[config.mk]
export PLATFORM = sky130hd
export DESIGN_NAME = rename_fl_flat
export DESIGN_NICKNAME = d
export VERILOG_FILES = /design/src/rtl/rename_fl_pkg.sv /design/src/rtl/squash_if.sv /design/src/rtl/rename_freelist.sv /design/src/rtl/rename_fl.sv /design/src/flat_wrapper.sv
export SDC_FILE = /design/constraint.sdc
export NUM_CORES = 2
export LEC_CHECK = 0
export ABC_AREA = 1
export CORE_MARGIN = 3
export CORE_UTILIZATION = 30
export CTS_BUF_LIST = sky130_fd_sc_hd__clkbuf_4
export CTS_CLUSTER_SIZE = 24
export DETAILED_ROUTE_END_ITERATION = 8
export PLACE_DENSITY_LB_ADDON = 0.15
export SKIP_LAST_GASP = 1
export SLEW_MARGIN = 20
export SYNTH_ARGS = -nofsm -noshare
export SYNTH_HDL_FRONTEND = slang
export SYNTH_SLANG_ARGS = --single-unit
[constraint.sdc]
create_clock -name clk -period 5.5 [get_ports clk]
set_clock_uncertainty 0.15 [all_clocks]
set_input_delay 1.1 -clock clk [delete_from_list [all_inputs] [get_ports clk]]
set_output_delay 1.1 -clock clk [all_outputs]
set_load 0.01 [all_outputs]
[src/rtl/rename_fl_pkg.sv]
// Shared types and sizing for the register renamer and its free list.
package rename_fl_pkg;

  localparam int ARFSIZE      = 32;
  localparam int PRFSIZE      = 64;
  localparam int ARF_ID_BITS  = $clog2(ARFSIZE);
  localparam int PREG_ID_BITS = $clog2(PRFSIZE);
  // One extra pointer bit tells a full free list apart from an empty one
  localparam int FL_PTR_BITS  = PREG_ID_BITS + 1;
  localparam int RENAME_WIDTH = 2;
  localparam int RETIRE_WIDTH = 2;

  typedef logic [ARF_ID_BITS-1:0]  arf_id_t;
  typedef logic [PREG_ID_BITS-1:0] preg_id_t;
  typedef logic [FL_PTR_BITS-1:0]  fl_ptr_t;

  typedef struct packed {
    arf_id_t  rs1;
    arf_id_t  rs2;
    arf_id_t  rd;
    logic     rd_valid;
    preg_id_t prs1;
    preg_id_t prs2;
    preg_id_t prd;
    preg_id_t prd_old;
    logic     prs1_renammed;
    logic     prs2_renammed;
  } di_t;

  typedef struct packed {
    arf_id_t  ard;
    preg_id_t prd;
    preg_id_t prd_old;
    logic     needprf2arf;
  } rob_entry_t;

endpackage

[src/rtl/squash_if.sv]
// Pipeline-wide squash request; the renamer only listens.
interface squash_if;
  logic valid;
  modport master (output valid);
  modport slave  (input  valid);
endinterface

[src/rtl/rename_freelist.sv]
// Circular FIFO of free physical registers. Rename pops from head, retire
// pushes freed pregs at tail, and commit_head tracks the head as seen by
// retired instructions so a squash can rewind head exactly.
import rename_fl_pkg::*;

module rename_freelist #(
  parameter int WIDTH   = RENAME_WIDTH,
  parameter int RWIDTH  = RETIRE_WIDTH,
  parameter int ARFSIZE = rename_fl_pkg::ARFSIZE,
  parameter int PRFSIZE = rename_fl_pkg::PRFSIZE
) (
  input  logic                    clk,
  input  logic                    rstn,
  input  fl_ptr_t                 pop_cnt,
  input  logic     [RWIDTH-1:0]   push_valid,
  input  preg_id_t [RWIDTH-1:0]   push_preg,
  input  logic                    squash,
  output preg_id_t [WIDTH-1:0]    head_pregs,
  output fl_ptr_t                 free_cnt
);

  localparam fl_ptr_t FL_CAP = fl_ptr_t'(PRFSIZE - ARFSIZE);

  preg_id_t mem [PRFSIZE];
  fl_ptr_t  head;
  fl_ptr_t  tail;
  fl_ptr_t  commit_head;
  fl_ptr_t  push_off [RWIDTH];
  fl_ptr_t  push_cnt;
  fl_ptr_t  head_next;
  fl_ptr_t  tail_next;
  fl_ptr_t  commit_head_next;

  // Pack the valid retire pushes densely, oldest slot first
  always_comb begin
    push_cnt = '0;
    for (int r = 0; r < RWIDTH; r++) begin
      push_off[r] = push_cnt;
      if (push_valid[r]) push_cnt = push_cnt + fl_ptr_t'(1);
    end
  end

  // Next pointers; a squash rewinds head to the post-retire commit_head
  always_comb begin
    tail_next        = tail + push_cnt;
    commit_head_next = commit_head + push_cnt;
    head_next        = squash ? commit_head_next : head + pop_cnt;
  end

  // Expose the next WIDTH candidate pregs starting at head
  always_comb begin
    head_pregs = '0;
    for (int k = 0; k < WIDTH; k++) begin
      head_pregs[k] = mem[preg_id_t'(head + fl_ptr_t'(k))];
    end
  end

  assign free_cnt = tail - head;

  // Free list storage and pointers; reset loads ARFSIZE..PRFSIZE-1 in order
  always_ff @(posedge clk) begin
    if (!rstn) begin
      for (int i = 0; i < PRFSIZE; i++) begin
        mem[i] <= (i < PRFSIZE - ARFSIZE) ? preg_id_t'(i + ARFSIZE) : '0;
      end
      head        <= '0;
      commit_head <= '0;
      tail        <= FL_CAP;
    end else begin
      for (int r = 0; r < RWIDTH; r++) begin
        if (push_valid[r]) mem[preg_id_t'(tail + push_off[r])] <= push_preg[r];
      end
      head        <= head_next;
      tail        <= tail_next;
      commit_head <= commit_head_next;
    end
  end

  // Catch free-list overflow and retires with nothing outstanding
  always_ff @(posedge clk) begin
    if (rstn) begin
      assert (fl_ptr_t'(tail_next - head_next) <= FL_CAP);
      if (push_cnt != '0) assert (commit_head != head);
    end
  end

endmodule

[src/rtl/rename_fl.sv]
// N-wide register renamer: speculative and committed RMTs plus a circular
// free list. Renames a whole group or nothing, bypasses destinations to
// younger sources in the same group, and rewinds to committed state on squash.
import rename_fl_pkg::*;

module rename_fl #(
  parameter int WIDTH   = RENAME_WIDTH,
  parameter int RWIDTH  = RETIRE_WIDTH,
  parameter int ARFSIZE = rename_fl_pkg::ARFSIZE,
  parameter int PRFSIZE = rename_fl_pkg::PRFSIZE
) (
  input  logic                      clk,
  input  logic                      rstn,
  input  di_t        [WIDTH-1:0]    di_i,
  input  logic       [WIDTH-1:0]    di_i_valid,
  output logic                      di_i_ready,
  output di_t        [WIDTH-1:0]    di_o,
  output logic       [WIDTH-1:0]    di_o_valid,
  input  logic                      di_o_ready,
  input  rob_entry_t [RWIDTH-1:0]   retire_entry_i,
  input  logic       [RWIDTH-1:0]   retire_entry_i_valid,
  squash_if.slave                   squash_io
);

  preg_id_t spec_rmt        [ARFSIZE];
  preg_id_t commit_rmt      [ARFSIZE];
  preg_id_t commit_rmt_next [ARFSIZE];

  logic     [WIDTH-1:0]  need_alloc;
  preg_id_t [WIDTH-1:0]  alloc_prd;
  preg_id_t [WIDTH-1:0]  fl_pregs;
  fl_ptr_t               need;
  fl_ptr_t               free_cnt;
  fl_ptr_t               pop_cnt;
  logic     [RWIDTH-1:0] push_valid;
  preg_id_t [RWIDTH-1:0] push_preg;
  logic                  squash;

  assign squash     = squash_io.valid;
  assign di_i_ready = rstn && di_o_ready && !squash && (need <= free_cnt);
  assign di_o_valid = di_i_valid & {WIDTH{di_i_ready}};
  assign pop_cnt    = di_i_ready ? need : '0;

  // Hand the k-th allocating slot the k-th preg from the free-list head
  always_comb begin
    need       = '0;
    need_alloc = '0;
    alloc_prd  = '0;
    for (int s = 0; s < WIDTH; s++) begin
      need_alloc[s] = di_i_valid[s] && di_i[s].rd_valid && (di_i[s].rd != '0);
      if (need_alloc[s]) begin
        for (int k = 0; k < WIDTH; k++) begin
          if (fl_ptr_t'(k) == need) alloc_prd[s] = fl_pregs[k];
        end
        need = need + fl_ptr_t'(1);
      end
    end
  end

  // Source and old-destination lookup; the youngest older slot writing the
  // same register overrides the RMT, and x0 always reads preg 0
  always_comb begin
    di_o = di_i;
    for (int s = 0; s < WIDTH; s++) begin
      di_o[s].prs1    = (di_i[s].rs1 == '0) ? '0 : spec_rmt[di_i[s].rs1];
      di_o[s].prs2    = (di_i[s].rs2 == '0) ? '0 : spec_rmt[di_i[s].rs2];
      di_o[s].prd_old = (di_i[s].rd  == '0) ? '0 : spec_rmt[di_i[s].rd];
      for (int j = 0; j < s; j++) begin
        if (need_alloc[j]) begin
          if (di_i[j].rd == di_i[s].rs1) di_o[s].prs1    = alloc_prd[j];
          if (di_i[j].rd == di_i[s].rs2) di_o[s].prs2    = alloc_prd[j];
          if (di_i[j].rd == di_i[s].rd)  di_o[s].prd_old = alloc_prd[j];
        end
      end
      di_o[s].prd           = alloc_prd[s];
      di_o[s].prs1_renammed = 1'b1;
      di_o[s].prs2_renammed = 1'b1;
    end
  end

  // Apply retires in slot order to the committed map and queue freed pregs
  always_comb begin
    push_valid = '0;
    push_preg  = '0;
    for (int i = 0; i < ARFSIZE; i++) commit_rmt_next[i] = commit_rmt[i];
    for (int r = 0; r < RWIDTH; r++) begin
      if (retire_entry_i_valid[r] && retire_entry_i[r].needprf2arf) begin
        commit_rmt_next[retire_entry_i[r].ard] = retire_entry_i[r].prd;
        push_valid[r] = 1'b1;
        push_preg[r]  = retire_entry_i[r].prd_old;
      end
    end
  end

  // RMT state: identity at reset, squash copies the post-retire committed map
  always_ff @(posedge clk) begin
    if (!rstn) begin
      for (int i = 0; i < ARFSIZE; i++) begin
        spec_rmt[i]   <= preg_id_t'(i);
        commit_rmt[i] <= preg_id_t'(i);
      end
    end else begin
      for (int i = 0; i < ARFSIZE; i++) commit_rmt[i] <= commit_rmt_next[i];
      if (squash) begin
        for (int i = 0; i < ARFSIZE; i++) spec_rmt[i] <= commit_rmt_next[i];
      end else if (di_i_ready) begin
        for (int s = 0; s < WIDTH; s++) begin
          if (need_alloc[s]) spec_rmt[di_i[s].rd] <= alloc_prd[s];
        end
      end
    end
  end

  rename_freelist #(
    .WIDTH   (WIDTH),
    .RWIDTH  (RWIDTH),
    .ARFSIZE (ARFSIZE),
    .PRFSIZE (PRFSIZE)
  ) u_freelist (
    .clk        (clk),
    .rstn       (rstn),
    .pop_cnt    (pop_cnt),
    .push_valid (push_valid),
    .push_preg  (push_preg),
    .squash     (squash),
    .head_pregs (fl_pregs),
    .free_cnt   (free_cnt)
  );

endmodule

[src/flat_wrapper.sv]
// flat-port wrapper written by rule: the top's interface ports become plain ports
module rename_fl_flat 
#(
  parameter int WIDTH   = RENAME_WIDTH,
  parameter int RWIDTH  = RETIRE_WIDTH,
  parameter int ARFSIZE = rename_fl_pkg::ARFSIZE,
  parameter int PRFSIZE = rename_fl_pkg::PRFSIZE
)
  (clk, rstn, di_i, di_i_valid, di_i_ready, di_o, di_o_valid, di_o_ready, retire_entry_i, retire_entry_i_valid, squash_io_valid);
  squash_if squash_io_i ();
  input  logic clk;
  input  logic rstn;
  input  di_t        [WIDTH-1:0] di_i;
  input  logic       [WIDTH-1:0] di_i_valid;
  output logic di_i_ready;
  output di_t        [WIDTH-1:0] di_o;
  output logic       [WIDTH-1:0] di_o_valid;
  input  logic di_o_ready;
  input  rob_entry_t [RWIDTH-1:0] retire_entry_i;
  input  logic       [RWIDTH-1:0] retire_entry_i_valid;
  input wire logic [$bits(squash_io_i.valid)-1:0] squash_io_valid;
  assign squash_io_i.valid = squash_io_valid;
  rename_fl #(.WIDTH(WIDTH), .RWIDTH(RWIDTH), .ARFSIZE(ARFSIZE), .PRFSIZE(PRFSIZE)) u_core (.clk(clk), .rstn(rstn), .di_i(di_i), .di_i_valid(di_i_valid), .di_i_ready(di_i_ready), .di_o(di_o), .di_o_valid(di_o_valid), .di_o_ready(di_o_ready), .retire_entry_i(retire_entry_i), .retire_entry_i_valid(retire_entry_i_valid), .squash_io(squash_io_i));
endmodule
==> results by group <==
Worst setup path
  • Crit path max fanout: 6
  • CP Capture Type: output pin
  • Reg2reg setup slack: 1.26 ns
  • CP Launch Type: flop
  • Worst Reg-to-Reg Cells: 20
  • Worst Path Arrival: approximately 4.3 ns
  • Reg2reg start: u_core.u_freelist.head[0]
  • CP Class: flop to output pin
  • CP Data Required Time: between 4 and 5 ns
  • Worst r2r dst: u_core.spec_rmt[10][4]

Die
  • Initial core utilization: 30.3%
  • Core area: between 0.15 and 0.2 mm²
  • Die Ht: around 450 µm
  • Std cell rows: about 160
  • Area of the die: 0.203 mm²
  • Die width: 451 µm
  • IO Pins: 215

Timing
  • Final min period: around 5.5 ns
  • RSZ-0062 raised after global routing: true
  • Slew @ Worst Pin: ~1.1 ns
  • Max Freq: approximately 180 MHz
  • Final Cycle Share: between 90% and 100%
  • Worst rel slew slack: about 25%
  • Final setup vio count: 0
  • Hold Fails Final Rpt: 0
  • Max-slew violations: 0
  • Final hold slack: 0.389 ns

Synthesis
  • Yosys top cell by area: edfxtp_1
  • Cell area after synthesis: roughly 0.059 mm²
  • Area contributors post-synth: edfxtp_1 29%, nand2_1 13%, nand3_1 10%
  • Avg Synthesized Cell Area: between 6 and 7 µm²
  • Netlist cell types: 56
  • Ys flop type: edfxtp_1
  • Synth warn: 0
  • Count of flip-flops with a built-in enable after synthesis: 576
  • Share of the synthesized area in the top cell type: approximately 29%
  • Post-synthesis sequential area ratio: 36.3%
  • #FFs+latches synth: a little under 800
  • Post-synthesis async set-or-reset flop share: 0%
  • Cells after Synth: between 8,000 and 9,000

Power
  • Max VDD drop: approximately 0.15 mV
  • Psw: 0.00631 W
  • LEAKAGE: 28.6 nW
  • Total power density per cell area: roughly 240 mW/mm²
  • Power Internal: between 0.01 and 0.015 W
  • Combinational share of power: ~27%
  • Sw frac: between 30 and 40%
  • Flop pwr share: between 30 and 40%
  • Total Power: ~0.017 W
  • Clock power frac: 34.0%

Global routing
  • Grt ovf: 0
  • All-Layer GR Usage: between 30% and 40%
  • Pin count of the biggest net entering global routing: ~120
  • First-pass GRT wire length: roughly 480,000 µm
  • Initial antenna violation count: 19
  • Vias in the first global route: between 60,000 and 70,000

Detailed routing
  • Drt wl/cell: 29.7 µm
  • Vias: roughly 70,000
  • DRC Markers: 0
  • Post-DRT Antenna Nets: 0
  • Drt pass-1 iters: 7
  • Drt first-iter violations: approximately 10,000
  • Final wirelength: 352,000 µm
  • Drt via density: roughly 6

Final layout
  • Area grow syn2layout: 18.4%
  • Final instance area: slightly above 0.07 mm²
  • Fin cells: 11,868
  • Multi-input gate area: between 0.03 and 0.04 mm²
  • Fraction of layout instances using a drive strength above 1: 12.9%
  • Nets: ~9,200
  • FF+latch area: about 0.022 mm²
  • FILL cells: 21,073

Clock network
  • CTS buffer count: approximately 230
  • CTS root buf: clkbuf_4
  • H-Tree Depth: 4
  • CTS clock-pin slew for the worst setup and hold paths: 0.07 ns
  • Sink Count: roughly 790
  • Max clock buf depth: 3
  • TritonCTS clock tree: built
  • Worst-Skew Late Latency: roughly 1.3 ns

Hold path
  • Hold Crit Class: flop to flop
  • Hold_sp: u_core.commit_rmt[0][138]
  • Hold path endpoint: u_core.commit_rmt[0][138]
  • Hold path depth: 2

Status
  • Status: completed

Placed design
  • Gpl congestion: about 1.0
  • Placed Area: 0.0660 mm²
  • PortBufs: 158
  • DP Cell Count: ~11,000
  • DPL Wire Length: between 200,000 and 250,000 µm

Flow run
  • Max capacitance violation total: 0
## cell families (layout without fill, tap and decap cells)
logic type               Yosys count  count (layout)  share of synthesized area [%]
AND/OR/NAND/NOR                 4134            4134                           30.7
AO/OA/AOI/OAI                   2183            2183                           20.5
buffers and inverters           1657            2069                           11.5
flip-flops                       789             789                           36.3
XOR/XNOR                          27              27                          0.455
adder cells (fa/ha/maj)           23              23                          0.535
other                              1              19                        0.00631
## worst max-delay path: stages (launching register included)
cell and delay [ns]:
edfxtp_1 0.54, inv_1 0.36, o21ai_0 0.12, a21oi_1 0.15, a21oi_1 0.06, o21ai_0 0.77, a31oi_1 0.21, buf_4 0.20
clkdlybuf4s50_1 0.48
## layout by cell type, fill, tap and decap left out, types with 16 or more instances in the layout
| cell type | instances |
|---|---|
| nor2_1 | 435 |
| a21oi_1 | 451 |
| nand3_2 | 40 |
| xnor2_1 | 16 |
| nand2_1 | 2036 |
| inv_2 | 26 |
| a31oi_1 | 30 |
| clkinv_1 | 72 |
| buf_12 | 73 |
| o21ai_1 | 68 |
| dfxtp_1 | 208 |
| or2_0 | 43 |
| nand2_2 | 45 |
| nor3_2 | 16 |
| buf_4 | 466 |
| clkdlybuf4s50_1 | 117 |
| clkbuf_4 | 328 |
| edfxtp_1 | 576 |
| inv_1 | 866 |
| ha_1 | 16 |
| dlygate4sd2_1 | 21 |
| o22ai_1 | 108 |
| buf_16 | 17 |
| nand4_1 | 231 |
| o211ai_1 | 310 |
| nor2_2 | 21 |
| o21ai_0 | 1126 |
| o2111ai_1 | 30 |
| nand3_1 | 1171 |
| buf_6 | 16 |
| nor3_1 | 28 |
| clkinv_2 | 16 |
## registers in the layout, indices dropped and copies added (netlist names)
register	count
u_core.u_freelist.head	7
u_core.u_freelist.commit_head	7
u_core.commit_rmt	192
u_core.u_freelist.tail	7
u_core.u_freelist.mem	384
u_core.spec_rmt	192
## metrics by stage
step | setup TNS [ns] | util [%] | setup slack, ns
4_1_cts | -0.575 | 35.8 | -0.221
3_5_place_dp | -1.28 | 33.7 | -0.404
2_1_floorplan | 0 | - | 0.725
3_3_place_gp | -2.10 | 33.7 | -0.526
6_report | 0 | 35.9 | 0.00122
5_1_grt | -0.494 | 35.9 | -0.128
## cell type report
class                      count  area share [%]
inverter                     921            4.97
multi-input combinational   6371            44.9
timing repair buffer         739            10.6
clock inverter                81           0.690
clock buffer                 328            3.50
sequential                   789            30.7
antenna                       15          0.0534
tap                         2624            4.67
## cells in the mapped netlist (all sizes together) (2+ instances only)
cell and number:
inv 897, a21oi 455, or2 66, nand3 1223
o2111ai 30, a31oi 30, nand4 231, clkinv 24
o211ai 316, fa 4, clkbuf 398, nor2 463
xnor2 17, o21a 12, a22oi 10, and3 6
nand3b 7, o221ai 10, edfxtp 576, a221oi 11
o22ai 108, ha 19, nand2 2083, buf 338
o21ai 1196, nor3 52, xor2 10, nor4 2
dfxtp 213
## power by group through the flow
stage | combinational, W | clock (W) | sequential, W
after floorplan | 0.00211 | 0 | 0.00668
after global placement | 0.00400 | 0 | 0.00679
after detailed placement | 0.00400 | 0 | 0.00679
after CTS | 0.00435 | 0.00589 | 0.00666
after global routing | 0.00469 | 0.00619 | 0.00666
final | 0.00455 | 0.00579 | 0.00667
## worst max path at each step
stage	startpoint	to	slack, ns	cells after the start
6_report	u_core.spec_rmt[13][3]	di_o[23]	0.001	8
5_1_grt	u_core.u_freelist.head[0]	di_o[46]	-0.13	21
4_1_cts	u_core.u_freelist.head[0]	di_i_ready	-0.22	16
3_5_place_dp	di_i[73]	di_i_ready	-0.40	17
3_3_place_gp	di_i[73]	di_i_ready	-0.53	17
2_1_floorplan	di_i[70]	di_i_ready	0.72	18
## metal layers
metal / global-route usage [%] / part of all wire, % / wire length [µm] / up-vias
li1: - / - / - / 30862
met1: 42.4 / 39 / 139000 / 33357
met2: 49.6 / 43 / 150000 / 4616
met3: 8.21 / 11 / 38100 / 1011
met4: 20.2 / 7.2 / 25200 / 12
met5: 0 / 0.023 / 81 / -
## repair_timing
action                                 in CTS  in global routing
pin swaps                                  13                 16
hold buffers                                1                  0
gates resized for setup                   154                 41
buffers inserted                           21                  3
endpoints found under the hold margin       1                  0
cloned                                     20                  1
setup endpoints to repair                  34                 21
Note: power is estimated with default switching activity, not from simulation.
